`src/rtl/if_fetch_unit.sv`:
```
// Instruction fetch: owns the PC, issues one-at-a-time word fetches, drives the IF/ID pc/instr pair.
// Latency: response to if_valid is 1 cycle when unstalled; a response that lands during a stall waits in a one-entry buffer.
// Backpressure: stall holds if_* outputs; a full buffer blocks new requests; redirect flushes everything. Optional FETCH_STATS_EN adds perf counters.
module if_fetch_unit #(
    parameter logic [31:0] RESET_PC  = 32'h0000_0000,
    parameter logic [31:0] NOP_INSTR = 32'h0000_0013
) (
    input  logic        i_clock,
    input  logic        i_reset,
    input  logic        i_stall,
    input  logic        i_redirect_valid,
    input  logic [31:0] i_redirect_pc,
    output logic        o_imem_req_valid,
    output logic [31:0] o_imem_req_addr,
    input  logic        i_imem_req_ready,
    input  logic        i_imem_rsp_valid,
    input  logic [31:0] i_imem_rsp_data,
    output logic [31:0] o_if_pc,
    output logic [31:0] o_if_instr,
    output logic        o_if_valid
`ifdef FETCH_STATS_EN
    ,
    output logic [31:0] o_perf_fetched,
    output logic [31:0] o_perf_killed
`endif
);

    typedef enum logic [1:0] {
        S_REQ  = 2'd0,
        S_WAIT = 2'd1,
        S_KILL = 2'd2
    } state_t;

    state_t      r_state;
    logic [31:0] r_pc;
    logic [31:0] r_req_pc;
    logic        r_buf_valid;
    logic [31:0] r_buf_pc;
    logic [31:0] r_buf_instr;

    logic        w_req_fire;
    logic        w_rsp_take;
    logic        w_rsp_drop;
    logic        w_if_load;
    logic [31:0] w_redirect_target;

    // Requests only go out when the buffer has room, so a response never finds it full.
    assign o_imem_req_valid  = (r_state == S_REQ) && !r_buf_valid && !i_reset;
    assign o_imem_req_addr   = r_pc;
    assign w_req_fire        = o_imem_req_valid && i_imem_req_ready;
    // A response in S_WAIT is kept unless a redirect lands in the same cycle.
    assign w_rsp_take        = (r_state == S_WAIT) && i_imem_rsp_valid && !i_redirect_valid;
    assign w_rsp_drop        = i_imem_rsp_valid &&
                               ((r_state == S_KILL) || ((r_state == S_WAIT) && i_redirect_valid));
    assign w_if_load         = !i_redirect_valid && !i_stall && (r_buf_valid || w_rsp_take);
    // Targets are word aligned; the low two bits of the redirect address are ignored.
    assign w_redirect_target = i_redirect_pc & 32'hFFFF_FFFC;

    // Fetch FSM: tracks the single outstanding request and whether its data is wanted.
    always_ff @(posedge i_clock or posedge i_reset) begin
        if (i_reset) begin
            r_state  <= S_REQ;
            r_req_pc <= 32'd0;
        end else begin
            case (r_state)
                S_REQ: begin
                    if (w_req_fire) begin
                        r_req_pc <= r_pc;
                        r_state  <= i_redirect_valid ? S_KILL : S_WAIT;
                    end
                end
                S_WAIT: begin
                    if (i_imem_rsp_valid) begin
                        r_state <= S_REQ;
                    end else if (i_redirect_valid) begin
                        r_state <= S_KILL;
                    end
                end
                S_KILL: begin
                    if (i_imem_rsp_valid) begin
                        r_state <= S_REQ;
                    end
                end
                default: r_state <= S_REQ;
            endcase
        end
    end

    // Next-fetch PC: redirect wins over the sequential increment.
    always_ff @(posedge i_clock or posedge i_reset) begin
        if (i_reset) begin
            r_pc <= RESET_PC;
        end else if (i_redirect_valid) begin
            r_pc <= w_redirect_target;
        end else if (w_req_fire) begin
            r_pc <= r_pc + 32'd4;
        end
    end

    // IF/ID output register and hold buffer, in priority redirect > stall > buffer > response > bubble.
    always_ff @(posedge i_clock or posedge i_reset) begin
        if (i_reset) begin
            o_if_pc     <= 32'd0;
            o_if_instr  <= NOP_INSTR;
            o_if_valid  <= 1'b0;
            r_buf_valid <= 1'b0;
            r_buf_pc    <= 32'd0;
            r_buf_instr <= 32'd0;
        end else if (i_redirect_valid) begin
            o_if_instr  <= NOP_INSTR;
            o_if_valid  <= 1'b0;
            r_buf_valid <= 1'b0;
        end else if (i_stall) begin
            if (w_rsp_take) begin
                r_buf_pc    <= r_req_pc;
                r_buf_instr <= i_imem_rsp_data;
                r_buf_valid <= 1'b1;
            end
        end else if (r_buf_valid) begin
            o_if_pc     <= r_buf_pc;
            o_if_instr  <= r_buf_instr;
            o_if_valid  <= 1'b1;
            r_buf_valid <= 1'b0;
        end else if (w_rsp_take) begin
            o_if_pc    <= r_req_pc;
            o_if_instr <= i_imem_rsp_data;
            o_if_valid <= 1'b1;
        end else begin
            o_if_instr <= NOP_INSTR;
            o_if_valid <= 1'b0;
        end
    end

`ifdef FETCH_STATS_EN
    // Free-running counters of delivered and discarded fetches; wrap naturally.
    always_ff @(posedge i_clock or posedge i_reset) begin
        if (i_reset) begin
            o_perf_fetched <= 32'd0;
            o_perf_killed  <= 32'd0;
        end else begin
            if (w_if_load) begin
                o_perf_fetched <= o_perf_fetched + 32'd1;
            end
            if (w_rsp_drop) begin
                o_perf_killed <= o_perf_killed + 32'd1;
            end
        end
    end
`else
    // Without counters the drop indication has no consumer.
    logic w_unused_drop;
    assign w_unused_drop = w_rsp_drop;
`endif

endmodule

```
`config.mk`:
```
export PLATFORM = sky130hd
export DESIGN_NAME = if_fetch_unit
export DESIGN_NICKNAME = d
export VERILOG_FILES = /design/src/rtl/if_fetch_unit.sv
export SDC_FILE = /design/constraint.sdc
export NUM_CORES = 1
export LEC_CHECK = 0
export CORE_ASPECT_RATIO = 0.8
export CORE_MARGIN = 2
export CORE_UTILIZATION = 55
export CTS_CLUSTER_DIAMETER = 80
export CTS_CLUSTER_SIZE = 25
export DETAILED_ROUTE_END_ITERATION = 10
export PLACE_DENSITY = 0.85
export SYNTH_ARGS = -nofsm -noshare
export SYNTH_HDL_FRONTEND = slang
export SYNTH_SLANG_ARGS = --single-unit
export TNS_END_PERCENT = 100
```
`constraint.sdc`:
```
create_clock -name i_clock -period 13 [get_ports i_clock]
set_input_delay 1.95 -clock i_clock [delete_from_list [all_inputs] [get_ports i_clock]]
set_output_delay 1.95 -clock i_clock [all_outputs]
set_load 0.05 [all_outputs]
```
==> out/metrics.csv, run 1 <==
stage,metric,value,unit
status,run_status,"finished, final reports clean",
power_and_ir_drop,power.internal,1.15,mW
cts,post_cts.resized_instances,0,
power_and_ir_drop,netSwitchingPower,0.581,mW
drt,finalWirelength,19800,um
power_and_ir_drop,irDropWorstVdd,0.109,mV
yosys,synthFlopType,dfrtp_1,
yosys,synth_enable_flop_cells,0,
power_and_ir_drop,power.share.switching,0.336,
sta,timing.fmax,171,MHz
floorplan,dieWidth,141,um
setup_path,cpMaxStageDelayCell,clkdlybuf4s50_1,
drt,drtPass1Iterations,5,
sta,timing_hold_violations_final,0,
drt,detailroute.via_count,6202,
floorplan,std_cell_rows,40,
yosys,synth-seq-area-share,0.566,
power_and_ir_drop,seq_power_share,0.463,
sta,unrepaired_setup_endpoints_after_global_routing,false,
global_routing,grt_start_max_net_pins,117,
floorplan,dieHeight,114,um
final_layout,relative_area_change_from_synthesis_to_final_layout,26.6,%
cts,number_of_sinks_handled_by_clock_tree_synthesis,188,
cts,post_cts_hold_buffer_count,0,
placed_design,gp_congestion,0.855,
sta,layout_worst_path_cycle_share,0.450,
min_path,hold_path_class,flop to flop,
final_layout,final_instance_area,0.0105,mm^2
setup_path,startpoint_type,primary input,
placed_design,post_dp_cell_area,0.0100,mm^2
yosys,proportion_of_synthesized_flip_flops_having_asynchronous_set_or_reset,1.00,
cts,cell_chosen_for_the_clock_root,clkbuf_16,
yosys,synth.largest_area_cell,dfrtp_1,
yosys,synth_cells,710,
cts,clkTransAtPathRegs,0.06,ns
setup_path,worst_setup_path_type,primary input to output pin,
setup_path,critPathBufInv,3,
placed_design,detailed_placement_hpwl,13000,um
floorplan,core,0.0149,mm^2
setup_path,critPathMaxStageDelay,0.82,ns
final_layout,antenna-diode-count,0,
setup_path,reg2regPathDepth,5,
drt,drt-vias-per-instance,5.91,
yosys,synthDominantCellAreaShare,0.557,
floorplan,ioPinCount,168,
cts,maximum_clock_path_buffer_count,2,
setup_path,required,11.05,ns
job,drv_cap,0,
yosys,synthTopCellsByCount,"185 x dfrtp_1, 90 x mux2_2, 80 x nand2_1",
setup_path,critPathMostFrequentCell,clkdlybuf4s50_1,
cts,cts-buffers-inserted,17,
yosys,count_of_warnings_emitted_by_yosys,0,
global_routing,gr-usage-all-layers,0.255,
sta,tightestPinTransition,1.13,ns
yosys,synth_cell_type_count,50,
placed_design,port_buffers,161,
power_and_ir_drop,p_leak,4.34,nW
setup_path,cp.arrival,3.91,ns
sta,count_of_final_max_slew_check_failures,0,
cts,clkLatencyLatePin,0.43,ns
cts,tritoncts_clock_tree,done,
yosys,synth_most_common_cell,dfrtp_1,
setup_path,setup.worst_path.end_class,output pin,
sta,timing.final.setup_violations,0,
setup_path,cp_num_cells,4,
cts,cts_setup_buffers,0,
power_and_ir_drop,total_power_density_per_cell_area,164,mW/mm^2
global_routing,global_route_total_overflow,0,
drt,routed_wire_length_per_instance,18.9,um
setup_path,critical-path-top-delay-family,buffers and inverters,
drt,ant_nets,0,
setup_path,crit_path_cell_trace,"clkdlybuf4s50_1, nor4_4, buf_4, clkdlybuf4s50_1",
final_layout,nets,919,
sta,totalNegativeSetupSlack,0,ns
power_and_ir_drop,comb_power_share,0.267,
final_layout,drive_above_1_share,0.159,
global_routing,wire_length_of_the_first_global_routing_pass,32000,um
global_routing,grt_antenna_before_repair,0,
yosys,ys_top_cells_by_area,"dfrtp_1 56%, mux2_2 12%, mux2i_1 6.0%, o21ai_0 3.9%, nand2_1 3.6%",
sta,period_needed,5.86,ns
yosys,netlist_area_pre_place,0.00831,mm^2
cts,htree_num_levels,4,
drt,drt_iter0_drc,560,
floorplan,initial_cell_density_of_the_core,0.557,
yosys,mean_cell_area_of_the_mapped_netlist,11.7,um^2
setup_path,critical_path.max_fanout,14,
min_path,min_path_cells,2,
yosys,ys_ff_latch,188,
sta,clock_skew,0.0101,ns
power_and_ir_drop,pwr-share-clk,0.270,
floorplan,die_area,0.0161,mm^2
drt,post-route-drc-count,0,
global_routing,vias_in_the_first_global_route,6288,
sta,max_slew_headroom,0.246,
worst min-delay path, delay by kind of cell, from the launching register on:
family	cells	cell delay [ns]
flip-flops	1	0.34
AO/OA/AOI/OAI	1	0.06
AND/OR/NAND/NOR	1	0.05
per-layer routing:
layer  routed length [um]  vias up  track usage
met2                 9710      219        0.410
met4                  464        0        0.100
met3                 1270       36       0.0663
met5                    0        -            0
li1                     -     2830            -
met1                 8400     3117        0.335
cell usage in the layout, fill, tap and decap left out, types with 5 or more instances in the layout:
cell | Yosys | routed
a221oi_1 | 10 | 10
nand2_1 | 80 | 80
nor3_1 | 11 | 11
nand4_1 | 11 | 11
buf_4 | 5 | 6
nor2b_1 | 14 | 14
nor2_1 | 21 | 20
clkinv_2 | 0 | 5
clkbuf_16 | 0 | 17
or4_1 | 18 | 18
mux2i_1 | 50 | 50
mux2_2 | 90 | 90
xor2_1 | 6 | 6
clkdlybuf4s50_1 | 0 | 160
dfrtp_1 | 185 | 184
o21ai_0 | 65 | 65
o31ai_1 | 13 | 13
a31oi_1 | 14 | 14
nand3_1 | 17 | 17
inv_1 | 6 | 5
and4_1 | 7 | 7
cell families after synthesis:
group,synth area share
fa+ha+maj,0.00150
other cells,0.000451
mux,0.182
buf+inv,0.0321
flops,0.566
xor+xnor,0.00738
compound gates,0.0873
simple gates,0.123
sequential cells by signal, indices dropped and copies added (netlist names):
signal	cells
r_buf_instr	32
o_if_instr	32
r_buf_pc	30
r_req_pc	30
o_if_pc	30
r_state	2
o_if_valid	1
r_buf_valid	1
o_imem_req_addr	30
power groups by stage:
stage               registers [mW]  clock network, mW  logic, mW
global placement             0.795                  0      0.449
CTS                          0.799              0.472      0.465
floorplan                    0.938                  0      0.161
global route                 0.815              0.497      0.492
detailed placement           0.808                  0      0.463
finish                       0.800              0.466      0.461
final timing paths:
path                                               from                              end  slack (ns)
worst max-delay path                            i_reset                 o_imem_req_valid        7.14
worst min-delay path             o_if_pc[8]$_DFFE_PP0P_           o_if_pc[8]$_DFFE_PP0P_        0.48
worst max register to register  r_buf_valid$_DFFE_PP0P_  o_imem_req_addr[28]$_DFFE_PP0P_        9.85
worst min register to register   o_if_pc[8]$_DFFE_PP0P_           o_if_pc[8]$_DFFE_PP0P_        0.48
max in group asynchronous                       i_reset          r_buf_valid$_DFFE_PP0P_        9.36
min in group asynchronous                       i_reset        o_if_instr[5]$_DFFE_PP0N_        2.16
cell type report:
cell class / count / area [um^2]
well taps: 189 / 236
flip-flops and latches: 188 / 4710
fillers: 1008 / 4390
clock inverters: 11 / 72.6
clock buffers: 20 / 447
multi-input cells: 467 / 3370
inverters: 7 / 33.8
repair buffers: 167 / 1650
stage by stage:
step | util | hold WS, ns | instances | setup slack [ns] | power, mW
after global placement | 0.671 | 0.460 | 1018 | 7.16 | 1.24
after global routing | 0.705 | 0.505 | 1049 | 7.06 | 1.80
after CTS | 0.705 | 0.485 | 1049 | 7.13 | 1.74
after detailed placement | 0.671 | 0.471 | 1018 | 7.13 | 1.27
after floorplan | - | 0.462 | 713 | 5.94 | 1.10
final | 0.705 | 0.478 | 1049 | 7.14 | 1.73
Power figures use the tool's default switching activity.
==> run 2: changes to the inputs <==
Settings changed: CORE_UTILIZATION 55 to 47, PLACE_DENSITY 0.85 to 0.77.
Clock period 13 ns to 4.9 ns, I/O delays scaled along.
==> run 2 against run 1 <==
Effect of this change: via count is 3.0% lower; largest power group unchanged; largest cell class unchanged; critical endpoint unchanged; flip-flop and latch count stayed put; power grew to 2.7 times the previous value; utilization is 9.1 points lower; critical path type unchanged; critical path depth is 1 lower.
==> out/metrics.csv, run 2 (synthesized netlist as in run 1, its figures left out) <==
stage,metric,value,unit
sta,tightestPinTransition,1.10,ns
setup_path,reg2regPathDepth,4,
sta,count_of_final_max_slew_check_failures,0,
drt,drt_iter0_drc,337,
setup_path,regToRegEndpoint,o_imem_req_addr[28]$_DFFE_PP0P_,
placed_design,gp_congestion,0.804,
final_layout,relative_area_change_from_synthesis_to_final_layout,28.0,%
cts,tritoncts_clock_tree,done,
final_layout,finish.cell_count_without_fillers,1089,
floorplan,initial_cell_density_of_the_core,0.480,
setup_path,reg2reg_from,r_buf_valid$_DFFE_PP0P_,
global_routing,global_route_total_overflow,0,
drt,detail_route.wirelength.met1,8660,um
sta,max_slew_headroom,0.267,
setup_path,required,4.16,ns
drt,drt-vias-per-instance,5.52,
setup_path,setup.worst_path.end_class,output pin,
placed_design,detailed_placement_hpwl,12400,um
cts,cts-buffers-inserted,17,
drt,top_layer,met5,
placed_design,port_buffers,161,
drt,detailroute.wirelength.met3,1040,um
drt,ant_nets,0,
final_layout,nets,921,
floorplan,dieWidth,153,um
setup_path,cp.arrival,2.92,ns
cts,maximum_clock_path_buffer_count,2,
job,drv_cap,0,
sta,period_needed,3.66,ns
global_routing,vias_in_the_first_global_route,5885,
cts,post_cts_hold_buffer_count,0,
final_layout,post-route-util,0.614,
power_and_ir_drop,irDropWorstVdd,0.246,mV
drt,post-route-drc-count,0,
final_layout,drive_above_1_share,0.165,
sta,timing.fmax,273,MHz
cts,cell_chosen_for_the_clock_root,clkbuf_16,
floorplan,ioPinCount,168,
placed_design,place_inst,1056,
sta,timing_hold_violations_final,0,
floorplan,dieHeight,123,um
power_and_ir_drop,total_power_density_per_cell_area,434,mW/mm^2
min_path,hold_path_class,flop to flop,
final_layout,multi_input_comb_area,0.00337,mm^2
final_layout,largest_registers,"o_if_instr: 32 flops, r_buf_instr: 32 flops",
floorplan,die_area,0.0188,mm^2
cts,clkTransAtPathRegs,0.07,ns
setup_path,critical_path.max_fanout,14,
cts,number_of_sinks_handled_by_clock_tree_synthesis,188,
setup_path,startpoint_type,primary input,
global_routing,wire_length_of_the_first_global_routing_pass,30500,um
drt,routed_wire_length_per_instance,17.5,um
status,run_status,"finished, final reports clean",
final_layout,layout.cells.most_common_list,"184 x dfrtp_1, 160 x clkdlybuf4s50_1, 90 x mux2_2",
power_and_ir_drop,p_leak,4.37,nW
cts,post_cts.resized_instances,0,
global_routing,grt_start_max_net_pins,148,
global_routing,grt_antenna_before_repair,1,
drt,drtPass1Iterations,4,
drt,finalWirelength,19100,um
sta,timing.final.setup_violations,0,
cts,htree_num_levels,4,
global_routing,gr-usage-all-layers,0.207,
final_layout,layout.filler_cells,1407,
sta,layout_worst_path_cycle_share,0.747,
final_layout,mostFrequentLayoutCell,dfrtp_1,
min_path,min_path_cells,2,
sta,totalNegativeSetupSlack,0,ns
drt,detailroute.via_count,6016,
cts,clkLatencyLatePin,0.43,ns
floorplan,std_cell_rows,43,
min_path,timing.hold.worst_endpoint,o_if_pc[15]$_DFFE_PP0P_,
cts,cts_setup_buffers,0,
setup_path,worst_setup_path_type,primary input to output pin,
floorplan,core,0.0173,mm^2
final_layout,sequential_cell_area,0.00471,mm^2
sta,clock_skew,0.0118,ns
drt,met2_wirelength,9070,um
setup_path,regToRegSetupSlack,1.98,ns
min_path,hold_path_origin,o_if_pc[15]$_DFFE_PP0P_,
sta,unrepaired_setup_endpoints_after_global_routing,false,
[run 2: cell types whose count changed in the layout (fill, tap and decap cells not counted)]
cell,before,now
inv_8,1,3
clkbuf_8,1,0
buf_12,0,2
inv_6,1,4
clkinv_2,5,2
clkbuf_1,2,0
clkinv_4,1,4
diode_2,0,1
clkinvlp_4,4,3
[run 2: worst max-delay path: stages]
cell and delay [ns]:
clkdlybuf4s50_1 0.49, nor4_4 0.72, clkdlybuf4s50_1 0.97
[run 2: where the power goes]
part | internal, mW | switching, mW
Sequential | 1.88 | 0.224
Combinational | 0.501 | 0.710
Clock | 0.667 | 0.633
Total | 3.05 | 1.57
[run 2: routing by layer]
layer  vias up  track usage
met5         -            0
met4         2       0.0712
met1      2990        0.276
met3        24       0.0547
li1       2841            -
met2       159        0.335
[run 2: worst max path at each step]
stage | from | to | slack [ns] | cells past startpoint
after floorplan | i_reset | o_if_instr[10]$_DFFE_PP0N_ | 1.75 | 1
after global placement | i_stall | r_buf_pc[4]$_DFFE_PP0P_ | 1.29 | 5
after detailed placement | i_reset | o_imem_req_valid | 1.27 | 3
after CTS | i_reset | o_imem_req_valid | 1.25 | 3
after global routing | i_reset | o_imem_req_valid | 1.20 | 3
final | i_reset | o_imem_req_valid | 1.24 | 3
[run 2: cell type report]
| cell class | instances | share of cell area |
|---|---|---|
| Clock inverter | 15 | 0.0121 |
| Tap cell | 225 | 0.0265 |
| Clock buffer | 17 | 0.0400 |
| Timing Repair Buffer | 169 | 0.159 |
| Antenna cell | 1 | 0.000235 |
| Inverter | 7 | 0.00282 |
| Sequential cell | 188 | 0.443 |
| Multi-Input combinational cell | 467 | 0.317 |
[run 2: stage by stage]
stage	area [um^2]	power, mW	hold slack (ns)	setup slack, ns
floorplan	8330	2.92	0.462	1.75
global placement	10100	3.31	0.461	1.29
detailed placement	10100	3.35	0.469	1.27
CTS	10600	4.66	0.485	1.25
global route	10600	4.84	0.501	1.20
finish	10600	4.62	0.478	1.24
